<file path="src/rtl/vga_pkg.sv">
// Shared VGA timing constants, pattern modes, RGB444 payload type and colour helpers.
package vga_pkg;

  localparam int unsigned H_ACTIVE = 640;
  localparam int unsigned V_ACTIVE = 480;
  localparam int unsigned H_TOTAL  = 800;
  localparam int unsigned V_TOTAL  = 525;
  localparam int unsigned BOX_SIZE = 32;
  localparam int unsigned COORD_W  = 10;
  localparam int unsigned CHAN_W   = 4;
  localparam int unsigned BAR_W    = H_ACTIVE / 8;

  typedef enum logic [1:0] {
    PAT_BARS     = 2'd0,
    PAT_CHECKER  = 2'd1,
    PAT_GRADIENT = 2'd2,
    PAT_BOX      = 2'd3
  } pat_e;

  typedef struct packed {
    logic [CHAN_W-1:0] r;
    logic [CHAN_W-1:0] g;
    logic [CHAN_W-1:0] b;
  } rgb444_t;

  localparam rgb444_t C_WHITE   = rgb444_t'(12'hFFF);
  localparam rgb444_t C_YELLOW  = rgb444_t'(12'hFF0);
  localparam rgb444_t C_CYAN    = rgb444_t'(12'h0FF);
  localparam rgb444_t C_GREEN   = rgb444_t'(12'h0F0);
  localparam rgb444_t C_MAGENTA = rgb444_t'(12'hF0F);
  localparam rgb444_t C_RED     = rgb444_t'(12'hF00);
  localparam rgb444_t C_BLUE    = rgb444_t'(12'h00F);
  localparam rgb444_t C_BLACK   = rgb444_t'(12'h000);

  // Bar colour from a comparison chain on the x coordinate; no divider.
  function automatic rgb444_t bar_colour(input logic [COORD_W-1:0] sx);
    if      (sx < COORD_W'(1 * BAR_W)) return C_WHITE;
    else if (sx < COORD_W'(2 * BAR_W)) return C_YELLOW;
    else if (sx < COORD_W'(3 * BAR_W)) return C_CYAN;
    else if (sx < COORD_W'(4 * BAR_W)) return C_GREEN;
    else if (sx < COORD_W'(5 * BAR_W)) return C_MAGENTA;
    else if (sx < COORD_W'(6 * BAR_W)) return C_RED;
    else if (sx < COORD_W'(7 * BAR_W)) return C_BLUE;
    else                               return C_BLACK;
  endfunction

  // One bounce step on an axis: returns {dir, pos}; reverses at 0 and at lim.
  function automatic logic [COORD_W:0] bounce_step(input logic [COORD_W-1:0] pos,
                                                   input logic dir,
                                                   input logic [COORD_W-1:0] lim);
    if (dir && pos == lim)        return {1'b0, lim - COORD_W'(1)};
    else if (!dir && pos == '0)   return {1'b1, COORD_W'(1)};
    else if (dir)                 return {1'b1, pos + COORD_W'(1)};
    else                          return {1'b0, pos - COORD_W'(1)};
  endfunction

endpackage

</file>
<file path="src/rtl/vga_box_motion.sv">
// Bouncing-box position/direction state, stepped once per frame, plus the box hit test.
module vga_box_motion
  import vga_pkg::*;
(
  input  logic               clk,
  input  logic               rst_n,
  input  logic               step,
  input  logic [COORD_W-1:0] sx,
  input  logic [COORD_W-1:0] sy,
  output logic               in_box_c
);

  localparam logic [COORD_W-1:0] X_LIM = COORD_W'(H_ACTIVE - BOX_SIZE);
  localparam logic [COORD_W-1:0] Y_LIM = COORD_W'(V_ACTIVE - BOX_SIZE);

  logic [COORD_W-1:0] bx_q, bx_d, by_q, by_d;
  logic               dir_x_q, dir_x_d, dir_y_q, dir_y_d;

  always_comb begin
    {dir_x_d, bx_d} = {dir_x_q, bx_q};
    {dir_y_d, by_d} = {dir_y_q, by_q};
    if (step) begin
      {dir_x_d, bx_d} = bounce_step(bx_q, dir_x_q, X_LIM);
      {dir_y_d, by_d} = bounce_step(by_q, dir_y_q, Y_LIM);
    end
  end

  always_ff @(posedge clk or negedge rst_n) begin
    if (!rst_n) begin
      bx_q    <= '0;
      by_q    <= '0;
      dir_x_q <= 1'b1;
      dir_y_q <= 1'b1;
    end else begin
      bx_q    <= bx_d;
      by_q    <= by_d;
      dir_x_q <= dir_x_d;
      dir_y_q <= dir_y_d;
    end
  end

  // Widened compare so bx+BOX_SIZE cannot wrap.
  assign in_box_c = (sx >= bx_q) && ((COORD_W+1)'(sx) < (COORD_W+1)'(bx_q) + (COORD_W+1)'(BOX_SIZE))
                 && (sy >= by_q) && ((COORD_W+1)'(sy) < (COORD_W+1)'(by_q) + (COORD_W+1)'(BOX_SIZE));

endmodule

</file>
<file path="src/rtl/vga_pattern_gen.sv">
// Two-stage RGB444 test-pattern generator aligned with delayed syncs/DE.
// Define BOUNCE_BOX_EN to build the animated box (mode 3); otherwise mode 3 renders bars.
module vga_pattern_gen
  import vga_pkg::*;
(
  input  logic       i_VGA_CLOCK,
  input  logic       i_rst_n,
  input  logic       i_de,
  input  logic       i_hsync,
  input  logic       i_vsync,
  input  logic [9:0] i_Sx,
  input  logic [9:0] i_Sy,
  input  logic [1:0] i_mode,
  output logic       o_de,
  output logic       o_hsync,
  output logic       o_vsync,
  output logic [3:0] o_r,
  output logic [3:0] o_g,
  output logic [3:0] o_b
);

  logic [COORD_W-1:0] sx1_q, sx1_d, sy1_q, sy1_d;
  logic               de1_q, de1_d, hs1_q, hs1_d, vs1_q, vs1_d;
  pat_e               mode_q, mode_d;
  logic               de2_q, de2_d, hs2_q, hs2_d, vs2_q, vs2_d;
  rgb444_t            rgb2_q, rgb2_d;
  rgb444_t            colour_c;
  logic               frame_start_c;

  // vs1_q doubles as the registered vsync for edge detection.
  assign frame_start_c = vs1_q & ~i_vsync;

`ifdef BOUNCE_BOX_EN
  logic in_box_c;

  vga_box_motion u_box (
    .clk      (i_VGA_CLOCK),
    .rst_n    (i_rst_n),
    .step     (frame_start_c),
    .sx       (sx1_q),
    .sy       (sy1_q),
    .in_box_c (in_box_c)
  );
`else
  logic unused_sy_c;
  assign unused_sy_c = ^{sy1_q[9], sy1_q[4:0]};
`endif

  always_comb begin
    colour_c = C_BLACK;
    case (mode_q)
      PAT_BARS:     colour_c = bar_colour(sx1_q);
      PAT_CHECKER:  colour_c = (sx1_q[5] ^ sy1_q[5]) ? C_WHITE : C_BLACK;
      PAT_GRADIENT: colour_c = '{r: sx1_q[9:6], g: sy1_q[8:5], b: ~sx1_q[9:6]};
`ifdef BOUNCE_BOX_EN
      PAT_BOX:      colour_c = in_box_c ? C_RED : C_BLUE;
`endif
      default:      colour_c = bar_colour(sx1_q);
    endcase
  end

  always_comb begin
    sx1_d  = i_Sx;
    sy1_d  = i_Sy;
    de1_d  = i_de;
    hs1_d  = i_hsync;
    vs1_d  = i_vsync;
    mode_d = frame_start_c ? pat_e'(i_mode) : mode_q;
    de2_d  = de1_q;
    hs2_d  = hs1_q;
    vs2_d  = vs1_q;
    rgb2_d = de1_q ? colour_c : C_BLACK;
  end

  always_ff @(posedge i_VGA_CLOCK or negedge i_rst_n) begin
    if (!i_rst_n) begin
      sx1_q  <= '0;
      sy1_q  <= '0;
      de1_q  <= 1'b0;
      hs1_q  <= 1'b1;
      vs1_q  <= 1'b1;
      mode_q <= PAT_BARS;
      de2_q  <= 1'b0;
      hs2_q  <= 1'b1;
      vs2_q  <= 1'b1;
      rgb2_q <= C_BLACK;
    end else begin
      sx1_q  <= sx1_d;
      sy1_q  <= sy1_d;
      de1_q  <= de1_d;
      hs1_q  <= hs1_d;
      vs1_q  <= vs1_d;
      mode_q <= mode_d;
      de2_q  <= de2_d;
      hs2_q  <= hs2_d;
      vs2_q  <= vs2_d;
      rgb2_q <= rgb2_d;
    end
  end

  assign o_de    = de2_q;
  assign o_hsync = hs2_q;
  assign o_vsync = vs2_q;
  assign o_r     = rgb2_q.r;
  assign o_g     = rgb2_q.g;
  assign o_b     = rgb2_q.b;

endmodule

</file>
<file path="config.mk">
export PLATFORM = sky130hd
export DESIGN_NAME = vga_pattern_gen
export DESIGN_NICKNAME = d
export VERILOG_FILES = /design/src/rtl/vga_pkg.sv /design/src/rtl/vga_box_motion.sv /design/src/rtl/vga_pattern_gen.sv
export SDC_FILE = /design/constraint.sdc
export NUM_CORES = 1
export LEC_CHECK = 0
export BUFFER_PORTS_ARGS = -buffer_cell sky130_fd_sc_hd__buf_2
export CORE_UTILIZATION = 29
export CTS_BUF_LIST = sky130_fd_sc_hd__clkbuf_4
export DETAILED_ROUTE_END_ITERATION = 8
export PLACE_DENSITY = 0.57
export SYNTH_ARGS = -nofsm -noshare
export SYNTH_HDL_FRONTEND = slang
export SYNTH_HIERARCHICAL = 1
export SYNTH_SLANG_ARGS = --single-unit
</file>
<file path="constraint.sdc">
create_clock -name i_VGA_CLOCK -period 1.6 [get_ports i_VGA_CLOCK]
set_input_delay 0.16 -clock i_VGA_CLOCK [delete_from_list [all_inputs] [get_ports i_VGA_CLOCK]]
set_output_delay 0.16 -clock i_VGA_CLOCK [all_outputs]
set_load 0.005 [all_outputs]
</file>
## After elaboration in Yosys (flattened, before gate mapping)

Index checks and enable logic that the tools add are counted.

- Order comparisons: 7
- Bitwise logic cells: 4
- Mux-type cells: 10
- Equality and inequality tests: 2

Operators by type and width:

| kind | number |
|---|---|
| $mux 12 | 8 |
| $lt 10x9->1 const B | 3 |
| $pmux 12 s2 | 1 |
| $lt 10x8->1 const B | 2 |
| $lt 10x10->1 const B | 1 |
| $lt 10x7->1 const B | 1 |
| $mux 4 | 1 |
| $not 4->4 | 1 |
| $eq 2x1->1 const B | 1 |
| $eq 2x2->1 const B | 1 |
| $and 1x1->1 | 1 |
| $not 1->1 | 1 |
| $xor 1x1->1 | 1 |

- Register bits: 39
- Logic and storage cells: 35

## Longest topological paths before layout

Gate-level depths: netlist of run 1.

- Depth in word-level cells: 10
- Gate-level depth with buffers: 5

## Least setup slack after synthesis of run 1

OpenSTA, ideal clock, no wires.

- Kind: register to register
- Start: register sx1_q[8]
- End: register rgb2_q (netlist bit o_b[0])
- Clock period less this slack: 1.484 ns
- Setup slack: 0.116 ns
- Arrival: 1.384 ns
- Path buffers: 1
- Library setup time: 0.099 ns
- Cell stages (with the launch flop): 5
- Cell sequence: dfrtp_1 buf_6 a211o_1 a311o_1 a311oi_1

RTL lines:

| what | line | RTL |
|---|---|---|
| from (decl) | vga_pattern_gen.sv:22 | `logic [COORD_W-1:0] sx1_q, sx1_d, sy1_q, sy1_d;` |
| from (signal assigned) | vga_pattern_gen.sv:77 | `sx1_q <= '0;` |
| from (signal assigned) | vga_pattern_gen.sv:88 | `sx1_q <= sx1_d;` |
| to (signal assigned) | vga_pattern_gen.sv:97 | `rgb2_q <= rgb2_d;` |
| to (decl) | vga_pattern_gen.sv:26 | `rgb444_t rgb2_q, rgb2_d;` |

==> results_dict.tcl, run 1 <==
set metrics [dict create \
    root_buffer "clkbuf_4" \
    port_buffers 31 \
    crit_arrival_ps 1770 \
    placed_cells 174 \
    grt_antenna_before_repair 0 \
    finalNonFillerCells 202 \
    syn_to_final_growth_pct 47.5 \
    rsz0062_at_grt "true" \
    syn_area_um2 1200 \
    yosys-top-cells-area "dfrtp_1 54%, dfstp_2 8.7%, a221oi_1 5.8%" \
    dr.pass1.iters 4 \
    p_clk_frac 0.321 \
    dieArea_um2 4410 \
    gp_congestion 0.827 \
    status "complete, no violations" \
    grt_pass1_vias 859 \
    ant_nets 0 \
    coreArea_um2 4000 \
    start_kind "flop" \
    async_flop_share 1.00 \
    yosysWarningCount 6 \
    start_util 0.301 \
    final.setup_skew_ps 5.82 \
    crit_required_ps 1830 \
    synth_edf_count 0 \
    ys_seq_elements 30 \
    min_path_type "input pin to flop" \
    synth_top_area_frac 0.541 \
    drtIter0Drc 25 \
    syn_nets 123 \
    peakVddDrop_mv 0.584 \
    viasPerCell 4.73 \
    maxSlewHeadroom 0.589 \
    chipWidth_um 66.4 \
    worst_pin_slew_ps 616 \
    insertion_delay_ps 320 \
    cap_violations 0 \
    wire_per_inst_um 12.4 \
    die_h_um 66.4 \
    antennaDiodeCount 0 \
    leakagePower_uw 0.000802 \
    critPathCaptureType "flop" \
    seq_power_share 0.460 \
    max-clock-path-buffers 2 \
    rows 23 \
    route.vias.total 956 \
    drc 0 \
    p_sw_uw 480 \
    routed_wl_um 2510 \
    cp_max_fo 6 \
    clk_pin_slew_ps 90 \
    switching_share 0.254 \
    dp_slack_ps -48.9 \
    period_needed_ps 1540 \
    yosysTopAreaCell "dfrtp_1" \
    grt_usage 0.121 \
    cts_buffers 5 \
    finalMaxSlewViolations 0 \
    synthTopCellsByCount "26 x dfrtp_1, 10 x nand2_1, 8 x a221oi_1" \
    htree_levels 2 \
    cts_tree "built" \
    grt_overflow_total 0 \
    combPwrFrac 0.219 \
    avgSynthCellArea_um2 12.8 \
    synth.yosys.seq_area_share 0.629 \
    post_dp_cell_area_um2 1410 \
    fillCellCount 370 \
    ios 42 \
    yosysUniqueCellTypes 27 \
    final_layout_size_suffix_gt1_frac 0.467 \
    path_class "flop to flop" \
    setup_slack_ps 60.6 \
    grt_max_degree 31 \
    place_hpwl_um 1650 \
    hold_violations 0 \
    nets 180 \
    fmax_mhz 650 \
    clock-sinks 30 \
    power.internal_uw 1410 \
    synth_ff_type "dfrtp_1" \
    synth_cells 94 \
    grt_pass1_wl_um 3930 \
    power-per-cell-area_nw_per_um2 1070 \
    synth_most_common_cell "dfrtp_1" \
    fin_crit_sh 0.962 \
    finalInstanceArea_um2 1770 \
    setup_viol 0 \
]
power by group through the flow:
stage | sequential (uW) | combinational, uW | clock [uW]
after floorplan | 889 | 175 | 0
after global routing | 879 | 456 | 661
after detailed placement | 888 | 311 | 0
after global placement | 885 | 303 | 0
final | 870 | 414 | 606
after CTS | 872 | 357 | 630
area by class of cell:
cell class / count / area, um2 / area share
Inverter: 7 / 26.3 / 0.0148
Clock buffer: 7 / 52.6 / 0.0296
Sequential cell: 30 / 758 / 0.428
Timing Repair Buffer: 56 / 382 / 0.215
Multi-Input combinational cell: 51 / 462 / 0.260
Clock inverter: 1 / 30.0 / 0.0169
Tap cell: 50 / 62.6 / 0.0353
state kept, by name, summed over array words and instances, names as in the netlist:
register and count:
o_hsync 1, hs1_q 1, o_g 4, sx1_q 6, mode_q 2, o_r 4
vs1_q 1, o_vsync 1, o_b 4, de1_q 1, o_de 1, sy1_q 4
repair_timing:
action	in CTS	in global routing
gates resized for setup	5	17
buffers inserted	4	3
endpoints found under the setup margin	6	8
pin swaps	1	5
hold buffers	14	0
endpoints found under the hold margin	39	0
through the flow:
stage / hold WS (ps) / TNS [ps] / utilization / total power (uW)
after detailed placement: 213 / -88.8 / 0.353 / 1200
final: 47.6 / 0 / 0.443 / 1890
after global routing: 62.1 / -27.1 / 0.443 / 2000
after global placement: 197 / 0 / 0.353 / 1190
after floorplan: -136 / 0 / - / 1060
after CTS: 33.7 / 0 / 0.420 / 1860
worst paths after layout:
| check | from | end | slack [ps] | depth (start not counted) |
|---|---|---|---|---|
| max in group asynchronous | i_rst_n | sx1_q[8] | 780 | 2 |
| min in group asynchronous | i_rst_n | o_g[1] | 380 | 2 |
| max | sx1_q[8] | o_b[2] | 60 | 3 |
| min | i_mode[0] | mode_q[0] | 50 | 3 |
| max reg2reg | sx1_q[8] | o_b[2] | 60 | 3 |
| min reg2reg | hs1_q | o_hsync | 360 | 0 |
placed cells by master, fill, tap and decap left out, types with 2 or more instances in the layout:
master	Yosys	final
nand2b_1	2	2
nor2b_1	3	2
nand2_1	10	10
buf_4	0	10
o31a_1	2	2
a221oi_2	0	3
dfrtp_1	26	24
o21ai_0	3	2
a311oi_2	0	4
ha_1	2	2
a211oi_1	4	3
buf_2	1	31
nand4bb_1	2	2
dlygate4sd3_1	0	14
clkbuf_4	0	7
dfstp_2	4	4
a221oi_1	8	5
dfrtp_2	0	2
inv_1	7	7
kinds of logic after synthesis:
logic type      synth area share
simple gates              0.0999
compound gates             0.183
xor+xnor                 0.00729
buf+inv                   0.0604
flops                      0.629
fa+ha+maj                 0.0208
per-layer routing:
layer	up-vias	wire length (um)	global-route usage
met4	0	49	0.0399
met3	5	164	0.0362
met2	44	1210	0.200
li1	458	-	-
met1	449	1090	0.150
met5	-	0	0
worst max-delay path, stage by stage, from the launching register on:
cell      delay (ps)
dfrtp_2          440
a211o_1          280
a311o_2          450
a311oi_2         280
Note: power is estimated with default switching activity, not from simulation.
==> run 2, diff against run 1 <==
--- a/config.mk
+++ b/config.mk
@@ -6,10 +6,13 @@
 export NUM_CORES = 1
 export LEC_CHECK = 0
 export BUFFER_PORTS_ARGS = -buffer_cell sky130_fd_sc_hd__buf_2
-export CORE_UTILIZATION = 29
+export CELL_PAD_IN_SITES_DETAIL_PLACEMENT = 1
+export CELL_PAD_IN_SITES_GLOBAL_PLACEMENT = 1
+export CORE_ASPECT_RATIO = 0.8
+export CORE_UTILIZATION = 30
 export CTS_BUF_LIST = sky130_fd_sc_hd__clkbuf_4
 export DETAILED_ROUTE_END_ITERATION = 8
-export PLACE_DENSITY = 0.57
+export PLACE_DENSITY = 0.7
 export SYNTH_ARGS = -nofsm -noshare
 export SYNTH_HDL_FRONTEND = slang
 export SYNTH_HIERARCHICAL = 1
==> run 2 against run 1 <==
  * Critical path depth unchanged
  * Highest routed layer unchanged
  * Final area decreased by 5.6%
  * Via count down 2.1%
  * Largest power group unchanged
  * Sequential power about the same
  * Setup slack worse by 44 ps
  * Count of clock-buffer cells in the layout is 2 lower
==> results_dict.tcl, run 2 (synthesized netlist as in run 1, its figures left out) <==
set metrics [dict create \
    root_buffer "clkbuf_4" \
    finalInstanceArea_um2 1670 \
    crit_chain "a211o_1 > a311o_1 > a311oi_2" \
    fin_crit_sh 0.990 \
    dr.pass1.iters 3 \
    fmax_mhz 631 \
    port_buffers 31 \
    antennaDiodeCount 0 \
    totalPowerFinal_uw 1690 \
    power.internal_uw 1190 \
    grt_usage 0.149 \
    ant_nets 0 \
    viasPerCell 4.66 \
    hold_depth 3 \
    htree_levels 2 \
    grt_pass1_wl_um 4600 \
    crit_required_ps 1850 \
    chipWidth_um 72.8 \
    r2r_cells 3 \
    p_sw_uw 503 \
    grt_overflow_total 0 \
    setup_viol 0 \
    insertion_delay_ps 340 \
    status "complete, no violations" \
    peakVddDrop_mv 0.427 \
    syn_to_final_growth_pct 39.2 \
    coreArea_um2 3830 \
    gp_congestion 0.779 \
    power-per-cell-area_nw_per_um2 1010 \
    seq_power_share 0.516 \
    drc 0 \
    critPathCaptureType "flop" \
    finalMaxSlewViolations 0 \
    clk_pin_slew_ps 100 \
    post_dp_cell_area_um2 1410 \
    regMostFlops "sx1_q" \
    cts_tree "built" \
    start_kind "flop" \
    drtIter0Drc 18 \
    slowest_stage "dfrtp_2" \
    combPwrFrac 0.226 \
    period_needed_ps 1580 \
    die_h_um 58.6 \
    cp_max_fo 6 \
    path_class "flop to flop" \
    dieArea_um2 4270 \
    cts_buffers 5 \
    crit_arrival_ps 1830 \
    rows 20 \
    cap_violations 0 \
    worst_pin_slew_ps 638 \
    rsz0062_at_grt "true" \
    grt_max_degree 31 \
    final_layout_size_suffix_gt1_frac 0.404 \
    wire_per_inst_um 13.7 \
    p_clk_frac 0.258 \
    start_util 0.314 \
    clock-sinks 30 \
    maxSlewHeadroom 0.575 \
    min_path_type "input pin to flop" \
    nets 174 \
    fillCellCount 417 \
    hold_violations 0 \
    max-clock-path-buffers 2 \
    route.vias.total 936 \
    largest_reg_flops 6 \
    final_common_cell "buf_2" \
    leakagePower_uw 0.000747 \
    place_hpwl_um 1750 \
    final.setup_skew_ps 2.65 \
    final_cell_mix "32 x buf_2, 24 x dfrtp_1, 14 x dlygate4sd3_1" \
    grt_antenna_before_repair 0 \
    switching_share 0.297 \
    routed_wl_um 2750 \
    ios 42 \
    max_stage_delay_ps 450 \
    grt_pass1_vias 990 \
]
[run 2: final cells by class]
| class | instances | area [um2] | share of cell area |
|---|---|---|---|
| well taps | 55 | 68.8 | 0.0411 |
| flip-flops and latches | 30 | 758 | 0.453 |
| repair buffers | 50 | 330 | 0.197 |
| clock inverters | 3 | 16.3 | 0.00972 |
| multi-input cells | 51 | 437 | 0.261 |
| inverters | 7 | 26.3 | 0.0157 |
| clock buffers | 5 | 37.5 | 0.0224 |
[run 2: routing by layer]
metal  part of all wire  GRT usage
met1               0.43      0.183
met2               0.51      0.244
met3              0.041     0.0462
met4              0.019     0.0672
met5                  0          0
[run 2: critical path: cells and delay by family (launching register included)]
| kind | cells | cell delay [ps] |
|---|---|---|
| flops | 1 | 450 |
| compound gates | 3 | 1050 |
[run 2: per-stage QoR]
stage                util  instances  hold WS (ps)  setup WS, ps  TNS [ps]
global route        0.437        201          45.0         -18.4     -33.5
finish              0.437        201          31.9          16.2         0
floorplan               -         94          -136           116         0
CTS                 0.424        200          22.1          1.39         0
global placement    0.368        178           209          8.02         0
detailed placement  0.368        178           223         -72.9      -385
[run 2: path summary, 6_finish.rpt]
kind	start	endpoint	slack, ps
worst max-delay path	sx1_q[6]	o_b[2]	20
worst min-delay path	i_mode[0]	mode_q[0]	30
worst max register to register	sx1_q[6]	o_b[2]	20
worst min register to register	hs1_q	o_hsync	360
max in group asynchronous	i_rst_n	sx1_q[8]	780
min in group asynchronous	i_rst_n	sx1_q[4]	380
[run 2: power groups by stage]
stage / sequential [uW] / combinational [uW] / clock (uW)
after floorplan: 889 / 175 / 0
after global placement: 884 / 300 / 0
after detailed placement: 887 / 312 / 0
after CTS: 874 / 351 / 460
after global routing: 882 / 429 / 493
final: 873 / 383 / 437
[run 2: repair_timing]
action / CTS / global route
gates resized for setup: 5 / 10
setup endpoints to repair: 11 / 12
pin swaps: 1 / 1
hold buffers: 14 / 0
cloned: 0 / 0
endpoints found under the hold margin: 39 / 0
setup buffers: 0 / 1
==> run 3, diff against run 2 <==
--- a/config.mk
+++ b/config.mk
@@ -5,6 +5,7 @@
 export SDC_FILE = /design/constraint.sdc
 export NUM_CORES = 1
 export LEC_CHECK = 0
+export ABC_AREA = 1
 export BUFFER_PORTS_ARGS = -buffer_cell sky130_fd_sc_hd__buf_2
 export CELL_PAD_IN_SITES_DETAIL_PLACEMENT = 1
 export CELL_PAD_IN_SITES_GLOBAL_PLACEMENT = 1
@@ -12,7 +13,7 @@
 export CORE_UTILIZATION = 30
 export CTS_BUF_LIST = sky130_fd_sc_hd__clkbuf_4
 export DETAILED_ROUTE_END_ITERATION = 8
-export PLACE_DENSITY = 0.7
+export PLACE_DENSITY_LB_ADDON = 0.08
 export SYNTH_ARGS = -nofsm -noshare
 export SYNTH_HDL_FRONTEND = slang
 export SYNTH_HIERARCHICAL = 1
==> constraint.sdc (replaced) <==
create_clock -name i_VGA_CLOCK -period 1.85 [get_ports i_VGA_CLOCK]
set_input_delay 0.185 -clock i_VGA_CLOCK [delete_from_list [all_inputs] [get_ports i_VGA_CLOCK]]
set_output_delay 0.185 -clock i_VGA_CLOCK [all_outputs]
set_load 0.005 [all_outputs]
==> run 3 against run 2 <==
  * Critical path depth is 2 higher
  * Largest power group unchanged
  * Synthesized cell count increased by 19%
  * Combinational power is 30% lower
  * Via count down 2.6%
  * Highest routed layer unchanged
  * Critical path type unchanged
  * Core utilization is 0.36 points lower
  * Total power fell by 17%
==> results_dict.tcl, run 3 <==
set metrics [dict create \
    status "complete, no violations" \
    final_layout_size_suffix_gt1_frac 0.307 \
    route.met2.wl_um 1100 \
    root_buffer "clkbuf_4" \
    syn_area_um2 1160 \
    regMostFlops "sx1_q" \
    insertion_delay_ps 330 \
    utilization 0.434 \
    max-clock-path-buffers 2 \
    chipWidth_um 71.5 \
    peakVddDrop_mv 0.449 \
    final_common_cell "buf_2" \
    worst_pin_slew_ps 618 \
    p_sw_uw 387 \
    clk_pin_slew_ps 90 \
    wire_per_inst_um 11.7 \
    syn_nets 141 \
    crit_required_ps 2060 \
    grt_pass1_wl_um 4170 \
    synth_most_common_cell "dfrtp_1" \
    syn_to_final_growth_pct 33.5 \
    leakagePower_uw 0.000804 \
    synth.yosys.seq_area_share 0.652 \
    r2r_start "sx1_q[8]" \
    cts_buffers 5 \
    final_cell_mix "31 x buf_2, 26 x dfrtp_1, 19 x nand2_1" \
    async_flop_share 1.00 \
    min_path_type "input pin to flop" \
    ant_nets 0 \
    hold_depth 3 \
    viasPerCell 4.45 \
    crit_arrival_ps 1600 \
    cts_tree "built" \
    grt_antenna_before_repair 0 \
    finalMaxSlewViolations 0 \
    start_kind "flop" \
    largest_reg_flops 6 \
    antennaDiodeCount 0 \
    place_hpwl_um 1780 \
    avgSynthCellArea_um2 10.3 \
    clock-sinks 30 \
    cts_setup_buffers 0 \
    totalPowerFinal_uw 1410 \
    path_class "flop to flop" \
    fin_crit_sh 0.755 \
    drc 0 \
    synth_compound_area_frac 0.130 \
    yosys.area_share.simple 0.147 \
    top_layer "met4" \
    yosys-top-cells-area "dfrtp_1 56%, dfstp_2 9.1%, nand2_1 6.2%" \
    grt_max_degree 31 \
    p_clk_frac 0.272 \
    power-per-cell-area_nw_per_um2 909 \
    r2r-end "o_b[1]" \
    combPwrFrac 0.191 \
    critPathCaptureType "flop" \
    grt_pass1_vias 942 \
    synth_ff_type "dfrtp_1" \
    route.vias.total 912 \
    switching_share 0.275 \
    routed_wl_um 2390 \
    yosysWarningCount 6 \
    coreArea_um2 3570 \
    wl_met3_um 154 \
    setup_viol 0 \
    start_util 0.325 \
    fin_setup_tns_ps 0 \
    min_from "i_mode[0]" \
    drt-met1-wl_um 1080 \
    dieArea_um2 4120 \
    r2r_cells 5 \
    synth_top_area_frac 0.562 \
    power.internal_uw 1020 \
    ys_seq_elements 30 \
    fillCellCount 422 \
    maxSlewHeadroom 0.588 \
    port_buffers 31 \
    rows 19 \
    ios 42 \
    synthMuxAreaShare 0 \
    hold_end "mode_q[0]" \
    rsz0062_at_grt "false" \
    hold_violations 0 \
    fmax_mhz 716 \
    synth_cells 112 \
    dr.pass1.iters 4 \
    period_needed_ps 1400 \
    cp_max_fo 4 \
    nets 191 \
    synth-xor-area-share 0 \
    cap_violations 0 \
    die_h_um 57.6 \
    drtIter0Drc 40 \
    synth_fa_ha_area_frac 0.0216 \
    grt_usage 0.142 \
    htree_levels 2 \
    grt_overflow_total 0 \
    final.setup_skew_ps 15.4 \
    yosysTopAreaCell "dfrtp_1" \
    synthTopCellsByCount "26 x dfrtp_1, 19 x nand2_1, 18 x nor2_1" \
    yosysUniqueCellTypes 19 \
    synth_edf_count 0 \
    synth_top_family_by_area "simple AND/OR/NAND/NOR gates" \
    ff2ff_setup_slack_ps 450 \
    seq_power_share 0.537 \
    gp_congestion 0.879 \
]
run 3: changes by cell type after synthesis, moves of 3 or more:
cell,change
nor2_1,+18
a21oi_1,+13
nand2_1,+9
a221oi_1,-8
a211oi_1,-4
a311oi_1,-4
nor2b_1,-3
run 3: area by class of cell:
cell class / instances / area [um2] / area share
sequential: 30 / 756 / 0.489
multi-input combinational: 69 / 345 / 0.223
timing repair buffer: 45 / 295 / 0.191
clock buffer: 7 / 52.6 / 0.0340
tap: 42 / 52.6 / 0.0340
inverter: 11 / 41.3 / 0.0267
clock inverter: 1 / 3.75 / 0.00243
run 3: repair_timing:
item | CTS | global route
hold buffers | 14 | 0
hold endpoints to repair | 39 | 0
gates resized for setup | 0 | 0
run 3: power by group through the flow:
stage	Combinational [uW]	Clock, uW	Sequential [uW]
after global placement	250	0	766
after CTS	275	398	756
after floorplan	147	0	772
after global routing	310	444	764
final	269	383	755
after detailed placement	251	0	770
run 3: kinds of logic after synthesis:
kind of cell / after synthesis
adders and majority gates: 2
DFF: 30
and+or+nand+nor: 42
buffers and inverters: 13
AOI/OAI and AO/OA: 25
run 3: how the worst max path moves through the flow:
stage / start / cells past startpoint / to
after global routing: mode_q[1] / 6 / o_b[2]
after floorplan: mode_q[0] / 7 / o_b[2]
after detailed placement: sx1_q[8] / 5 / o_b[1]
final: sx1_q[8] / 5 / o_b[1]
after global placement: mode_q[0] / 5 / o_b[0]
after CTS: mode_q[1] / 6 / o_b[0]
run 3: layer usage:
metal	GRT usage	vias up
met2	0.205	30
met5	0	-
met3	0.0848	9
li1	-	457
met4	0.0588	0
met1	0.172	416
run 3: critical path: stages, from the launching register on:
cell and delay [ps]:
dfrtp_1 450, inv_1 130, nand2_1 120, inv_1 80, a31oi_1 370, a21oi_1 130
run 3: stage by stage:
step	std cells	cell area, um2	hold WS (ps)	worst slack [ps]
after CTS	205	1550	102	453
after global placement	183	1350	242	471
after global routing	205	1550	88.0	303
after detailed placement	183	1350	255	464
final	205	1550	106	453
after floorplan	112	1160	-111	589
